File: config.mk
export PLATFORM = sky130hd
export DESIGN_NAME = serial_adder
export DESIGN_NICKNAME = d
export VERILOG_FILES = /design/src/rtl/serial_adder.sv
export SDC_FILE = /design/constraint.sdc
export NUM_CORES = 1
export LEC_CHECK = 0
export ABC_AREA = 0
export BUFFER_PORTS_ARGS = -buffer_cell sky130_fd_sc_hd__buf_2
export CAP_MARGIN = 5
export CORE_ASPECT_RATIO = 1.25
export CORE_UTILIZATION = 28
export DETAILED_ROUTE_END_ITERATION = 7
export GPL_TIMING_DRIVEN = 0
export PLACE_DENSITY = 0.55
export SYNTH_ARGS = -nofsm -noshare
export SYNTH_HDL_FRONTEND = slang
export SYNTH_SLANG_ARGS = --single-unit
File: constraint.sdc
create_clock -name clk -period 1.9 [get_ports clk]
set_input_delay 0.19 -clock clk [delete_from_list [all_inputs] [get_ports clk]]
set_output_delay 0.19 -clock clk [all_outputs]
set_load 0.02 [all_outputs]
File: src/rtl/serial_adder.sv
// Bit-serial WIDTH-bit adder: one result bit per cycle through a single full-adder cell.
// Define SERIAL_ADDER_SUB_EN to enable subtraction (a - b) via the sub input.
module serial_adder #(
  parameter int WIDTH = 32
) (
  input  logic             clk,
  input  logic             rst_n,
  input  logic             start_valid,
  output logic             start_ready,
  input  logic [WIDTH-1:0] a,
  input  logic [WIDTH-1:0] b,
  input  logic             sub,
  output logic [WIDTH-1:0] result,
  output logic             carry,
  output logic             overflow,
  output logic             done_valid,
  input  logic             done_ready,
  output logic             busy
);

  localparam int CW = $clog2(WIDTH);

  typedef enum logic [1:0] {IDLE, RUN, DONE} state_t;

  state_t           state_q, state_d;
  logic [WIDTH-1:0] a_sr_q, a_sr_d;
  logic [WIDTH-1:0] b_sr_q, b_sr_d;
  logic [WIDTH-1:0] result_q, result_d;
  logic             c_q, c_d;
  logic             carry_q, carry_d;
  logic             ovf_q, ovf_d;
  logic [CW-1:0]    cnt_q, cnt_d;

  logic [WIDTH-1:0] b_load;
  logic             c_load;
  logic             fa_s, fa_cout;
  logic             last_bit;

`ifdef SERIAL_ADDER_SUB_EN
  // Subtraction as a + ~b + 1: invert B and preset the carry.
  always_comb begin
    b_load = sub ? ~b : b;
    c_load = sub;
  end
`else
  logic unused_sub;
  assign unused_sub = sub;
  assign b_load     = b;
  assign c_load     = 1'b0;
`endif

  assign fa_s     = a_sr_q[0] ^ b_sr_q[0] ^ c_q;
  assign fa_cout  = (a_sr_q[0] & b_sr_q[0]) | (c_q & (a_sr_q[0] ^ b_sr_q[0]));
  assign last_bit = (cnt_q == CW'(WIDTH - 1));

  always_comb begin
    state_d  = state_q;
    a_sr_d   = a_sr_q;
    b_sr_d   = b_sr_q;
    result_d = result_q;
    c_d      = c_q;
    carry_d  = carry_q;
    ovf_d    = ovf_q;
    cnt_d    = cnt_q;
    case (state_q)
      IDLE: begin
        if (start_valid) begin
          a_sr_d  = a;
          b_sr_d  = b_load;
          c_d     = c_load;
          cnt_d   = '0;
          state_d = RUN;
        end
      end
      RUN: begin
        result_d = {fa_s, result_q[WIDTH-1:1]};
        a_sr_d   = a_sr_q >> 1;
        b_sr_d   = b_sr_q >> 1;
        c_d      = fa_cout;
        if (last_bit) begin
          // c_q is the carry into the MSB on this final cycle.
          carry_d = fa_cout;
          ovf_d   = c_q ^ fa_cout;
          state_d = DONE;
        end else begin
          cnt_d = cnt_q + CW'(1);
        end
      end
      DONE: begin
        if (done_ready) state_d = IDLE;
      end
      default: state_d = IDLE;
    endcase
  end

  always_ff @(posedge clk or negedge rst_n) begin
    if (!rst_n) begin
      state_q  <= IDLE;
      a_sr_q   <= '0;
      b_sr_q   <= '0;
      result_q <= '0;
      c_q      <= 1'b0;
      carry_q  <= 1'b0;
      ovf_q    <= 1'b0;
      cnt_q    <= '0;
    end else begin
      state_q  <= state_d;
      a_sr_q   <= a_sr_d;
      b_sr_q   <= b_sr_d;
      result_q <= result_d;
      c_q      <= c_d;
      carry_q  <= carry_d;
      ovf_q    <= ovf_d;
      cnt_q    <= cnt_d;
    end
  end

  assign start_ready = (state_q == IDLE);
  assign done_valid  = (state_q == DONE);
  assign busy        = (state_q != IDLE);
  assign result      = result_q;
  assign carry       = carry_q;
  assign overflow    = ovf_q;

endmodule

Yosys cells after proc, flatten, opt, wreduce, memory -nomap -nowiden. Cells that the tools add are included.

Add/sub/neg operators: 1. Equality and inequality tests: 7. Mux-type cells: 13. Bitwise operators: 6. Reductions and logical operators: 7.

Operators by type and width (number): $pmux W32 S2 (2); $mux W32 (2); $mux W5 (2); $pmux W5 S2 (1); $mux W2 (3); $ne A2 B2 Y1 const B (3); $pmux W2 S3 (1); $reduce_and A3 Y1 (2); $add A5 B1 Y5 const B (1); $eq A5 B5 Y1 const B (1); $reduce_and A2 Y1 (2); $reduce_bool A2 Y1 (2); $xor A1 B1 Y1 (3); $and A1 B1 Y1 (2); $eq A2 B1 Y1 const B (1); $eq A2 B2 Y1 const B (1); $logic_not A2 Y1 (1); $ne A2 B1 Y1 const B (1); $pmux W1 S2 (1); $mux W1 (1); $or A1 B1 Y1 (1).

Register bits: 106. Input bits: 69. Output and inout port bits: 37. Word-level logic and storage cells: 42.

Logic depth before layout (Yosys ltp).
Depth in word-level cells: 4. Gate-level depth with buffers: 8. Mapped depth without buffers: 6.

Worst setup path before layout. No wires, ideal clock.

Kind: register to register. From: register cnt_q[0]. To: register cnt_q[3]. Library setup time: 0.116 ns. Data arrival time: 1.441 ns. Data required time: 1.784 ns. Setup slack: 0.344 ns. Cell stages (with the launch flop): 6. Buffers on the path: 0. Period minus slack after synthesis: 1.556 ns. Cells stage by stage: dfrtp_1 ha_1 and3_1 ha_1 nand4b_1 o311ai_0.

Word-level cells in the longest chain between the ends: 3. Elaborated cells between the ends (all ways): 6. Classes of those cells: 1 x add/sub; 2 x eq/ne; 2 x mux; 1 x reduce/logical.

RTL lines: start, declared (RTL line 32) `logic [CW-1:0] cnt_q, cnt_d;`; start signal, assigned (RTL line 114) `cnt_q <= cnt_d;`; $add A5 B1 Y5 or $eq A5 B5 Y1 (tied branches) (RTL line 86, 54); $mux W5 or $ne A2 B2 Y1 (tied branches); $pmux W5 S2 or $reduce_and A3 Y1 (tied branches).

Several ways; a longest one is shown, not always the timed one. The select of a mux whose other input is x is not followed. A chain may end at the register's enable or synchronous reset.

Final worst setup path.
From: register cnt_q[0]. To: register cnt_q[0].

Same word-level chain as after synthesis.

==> impl_results.md <==
- Status: complete, no violations
- Kind of critical path: flop to flop
- Post-synth ARST share: 1.00
- Mean Syn Cell Area: 10.1 um2
- Sw Share: 0.368
- DR iter-0 viols: 150
- Total Routing Usage GR: 0.130
- Vias per cell: 4.45
- Syn Std Cell Area: 4750 um2
- Post-synth EDFFs: 0
- First-pass GRT wire length: 17900 um
- DR vias: 3594
- Library cells used by synthesis: 29
- Internal power: 0.00595 W
- Psw: 0.00347 W
- MaxCap Viol Count: 0
- Clock Power Share: 0.206
- Layout area overhead: 24.1%
- H-tree Lvls: 3
- Worst-Skew Late Latency: 0.35 ns
- Predominant post-synthesis flop cell: dfrtp_1
- Final hold violation count: 0
- Num ports: 106
- DP Area: 5570 um2
- Post-Route WL: 10400 um
- Reg clk slew, reported paths: 0.07 ns
- Starting Density: 0.290
- CP endpoint kind: flop
- Sequential share of power: 0.416
- Layout cells sized above 1: 0.237
- Post-route antenna net violation count: 0
- Grt total ovfl: 0
- Crit path arrival time: 1.96 ns
- Most frequent cells in the layout: nand2_1 (163), buf_2 (107), dfrtp_1 (106)
- Pre-CTS setup slack: 0.169 ns
- Fin area: 5900 um2
- Die X: 119 um
- Setup crit start kind: flop
- Non-Filler Instances: 807
- HPWL Detailed: 7630 um
- DRT Pass-1 Iters: 5
- Max-slew violations: 0
- PortBufs: 104
- Lkg Pwr: 3.18 nW
- Minimum clock period: 1.73 ns
- Residual DRC count: 0
- CTS tree: done
- Vias in the first global route: 3650
- Max FO, Critical Path: 7
- GPL Wtd Cong: 0.698
- RSZ-0062 raised after global routing: no
- YS warnings: 0
- Dpl cells: 790
- Crit-path cells: ha_1 > and3_1 > ha_1 > nand2b_1 > a21oi_1 > mux2i_1
- Hold Path Class: input pin to flop
- Cell mode on critical path: ha_1
- Pwr per Cell Area: 1600 nW/um2
- Fill count: 1692
- Combinational power share: 0.378
- Final count of negative-setup-slack endpoints: 0
- Max clock buf depth: 2
- N_diodes: 0
- Most common cell after layout, fill and taps aside: nand2_1
- # clock sinks: 106
- Die height: 148 um
- Die Footprint: 17500 um2
- CP required: 2.13 ns
- Buf+Inv Stages, Crit Path: 0
- Worst Skew: 0.00851 ns
- Delay-heaviest family, CP: adder cells
- Max-slew headroom: 0.625
- Worst VDD drop: 0.417 mV
- Slowest cell delay on critical path: 0.41 ns
- CTS Buf Count: 9
- WL per Instance: 12.9 um
- Achievable Freq: 578 MHz
- Nets@finish: 658
- #FFs+latches synth: 106
- Worst slew pin tran: 0.563 ns
- Syn_nets: 541
- Core Region: 16400 um2
- WHS: 0.0212 ns
- Initial antenna violation count: 0
- Cells after synthesis: 469
- Final critical-path share of the clock period: 0.911
- Largest net degree at the start of global routing: 67
- Worst setup margin: 0.168 ns
- Slowest CP cell: dfrtp_1
- Register area share after synthesis: 0.558
- Setup Buffers After CTS: 0
- Number of cell rows: 52
- Root Buffer Master: clkbuf_16
[cells in the mapped netlist (3+ instances only)]
cell type | number | share of area
a22o_1 | 4 | 0.0074
buf_12 | 4 | 0.017
a21oi_1 | 3 | 0.0032
nand2_1 | 163 | 0.13
buf_6 | 8 | 0.019
o21ai_1 | 24 | 0.025
buf_2 | 4 | 0.0042
clkbuf_1 | 13 | 0.010
o21ai_0 | 45 | 0.047
dfrtp_1 | 106 | 0.56
nand2b_1 | 4 | 0.0053
mux2i_1 | 63 | 0.13
nor2b_1 | 3 | 0.0039
inv_1 | 7 | 0.0055
[kinds of logic after synthesis]
logic type | Yosys count | synth area share
flip-flops | 106 | 0.558
AND/OR/NAND/NOR | 179 | 0.151
adder cells (fa/ha/maj) | 3 | 0.00948
AO/OA/AOI/OAI | 79 | 0.0882
buffers and inverters | 38 | 0.0590
multiplexers | 63 | 0.133
XOR/XNOR | 1 | 0.00184
[final timing paths]
| check | startpoint | endpoint | slack, ns | cells after the start |
|---|---|---|---|---|
| setup reg to reg | cnt_q[0] | cnt_q[0] | 0.17 | 6 |
| max in group asynchronous | rst_n | result[0] | 0.78 | 3 |
| min in group asynchronous | rst_n | a_sr_q[14] | 0.40 | 2 |
| hold / removal | done_ready | state_q[1] | 0.02 | 2 |
| setup / recovery | cnt_q[0] | cnt_q[0] | 0.17 | 6 |
| hold reg to reg | overflow | overflow | 0.48 | 2 |
[state kept, by name, indices dropped and copies added, names as in the netlist]
register,cells
c_q,1
carry,1
state_q,2
overflow,1
b_sr_q,32
result,32
cnt_q,5
a_sr_q,32
[routing by layer]
metal	share of wire	global-route usage	vias up
met2	0.49	0.212	67
met4	0.016	0.0595	0
li1	-	-	1787
met5	0	0	-
met3	0.040	0.0270	11
met1	0.46	0.164	1729
[final cells by class]
class                           count  area (um2)  area share
Multi-Input combinational cell    325        1820       0.309
Sequential cell                   106        2650       0.450
Clock inverter                      5        60.1      0.0102
Clock buffer                       11         253      0.0429
Inverter                            7        26.3     0.00446
Buffer                             31         254      0.0431
Timing Repair Buffer              106         561      0.0951
Tap cell                          216         270      0.0458
[what timing repair did]
action,4_1_cts,5_1_grt
endpoints found under the setup margin,0,0
resized for setup,0,0
hold buffers,1,0
hold endpoints to repair,40,0
[worst reg2reg max path: cells and delay by family (launching register included)]
| family | cells | cell delay [ns] |
|---|---|---|
| compound gates | 1 | 0.23 |
| fa+ha+maj | 2 | 0.49 |
| flops | 1 | 0.41 |
| mux | 1 | 0.11 |
| simple gates | 2 | 0.37 |
[per-stage QoR]
stage	setup TNS [ns]	power (W)	util
floorplan	0	0.00647	-
global placement	-62.75	0.00742	0.338
detailed placement	0	0.00760	0.340
CTS	0	0.00960	0.360
global route	0	0.0102	0.360
finish	0	0.00941	0.360
[power groups by stage]
| stage | registers (W) | logic, W | clock network [W] |
|---|---|---|---|
| after global placement | 0.00391 | 0.00350 | 0 |
| final | 0.00391 | 0.00356 | 0.00194 |
| after detailed placement | 0.00397 | 0.00363 | 0 |
| after floorplan | 0.00421 | 0.00226 | 0 |
| after global routing | 0.00406 | 0.00401 | 0.00212 |
| after CTS | 0.00393 | 0.00363 | 0.00204 |
Power figures use the tool's default switching activity.
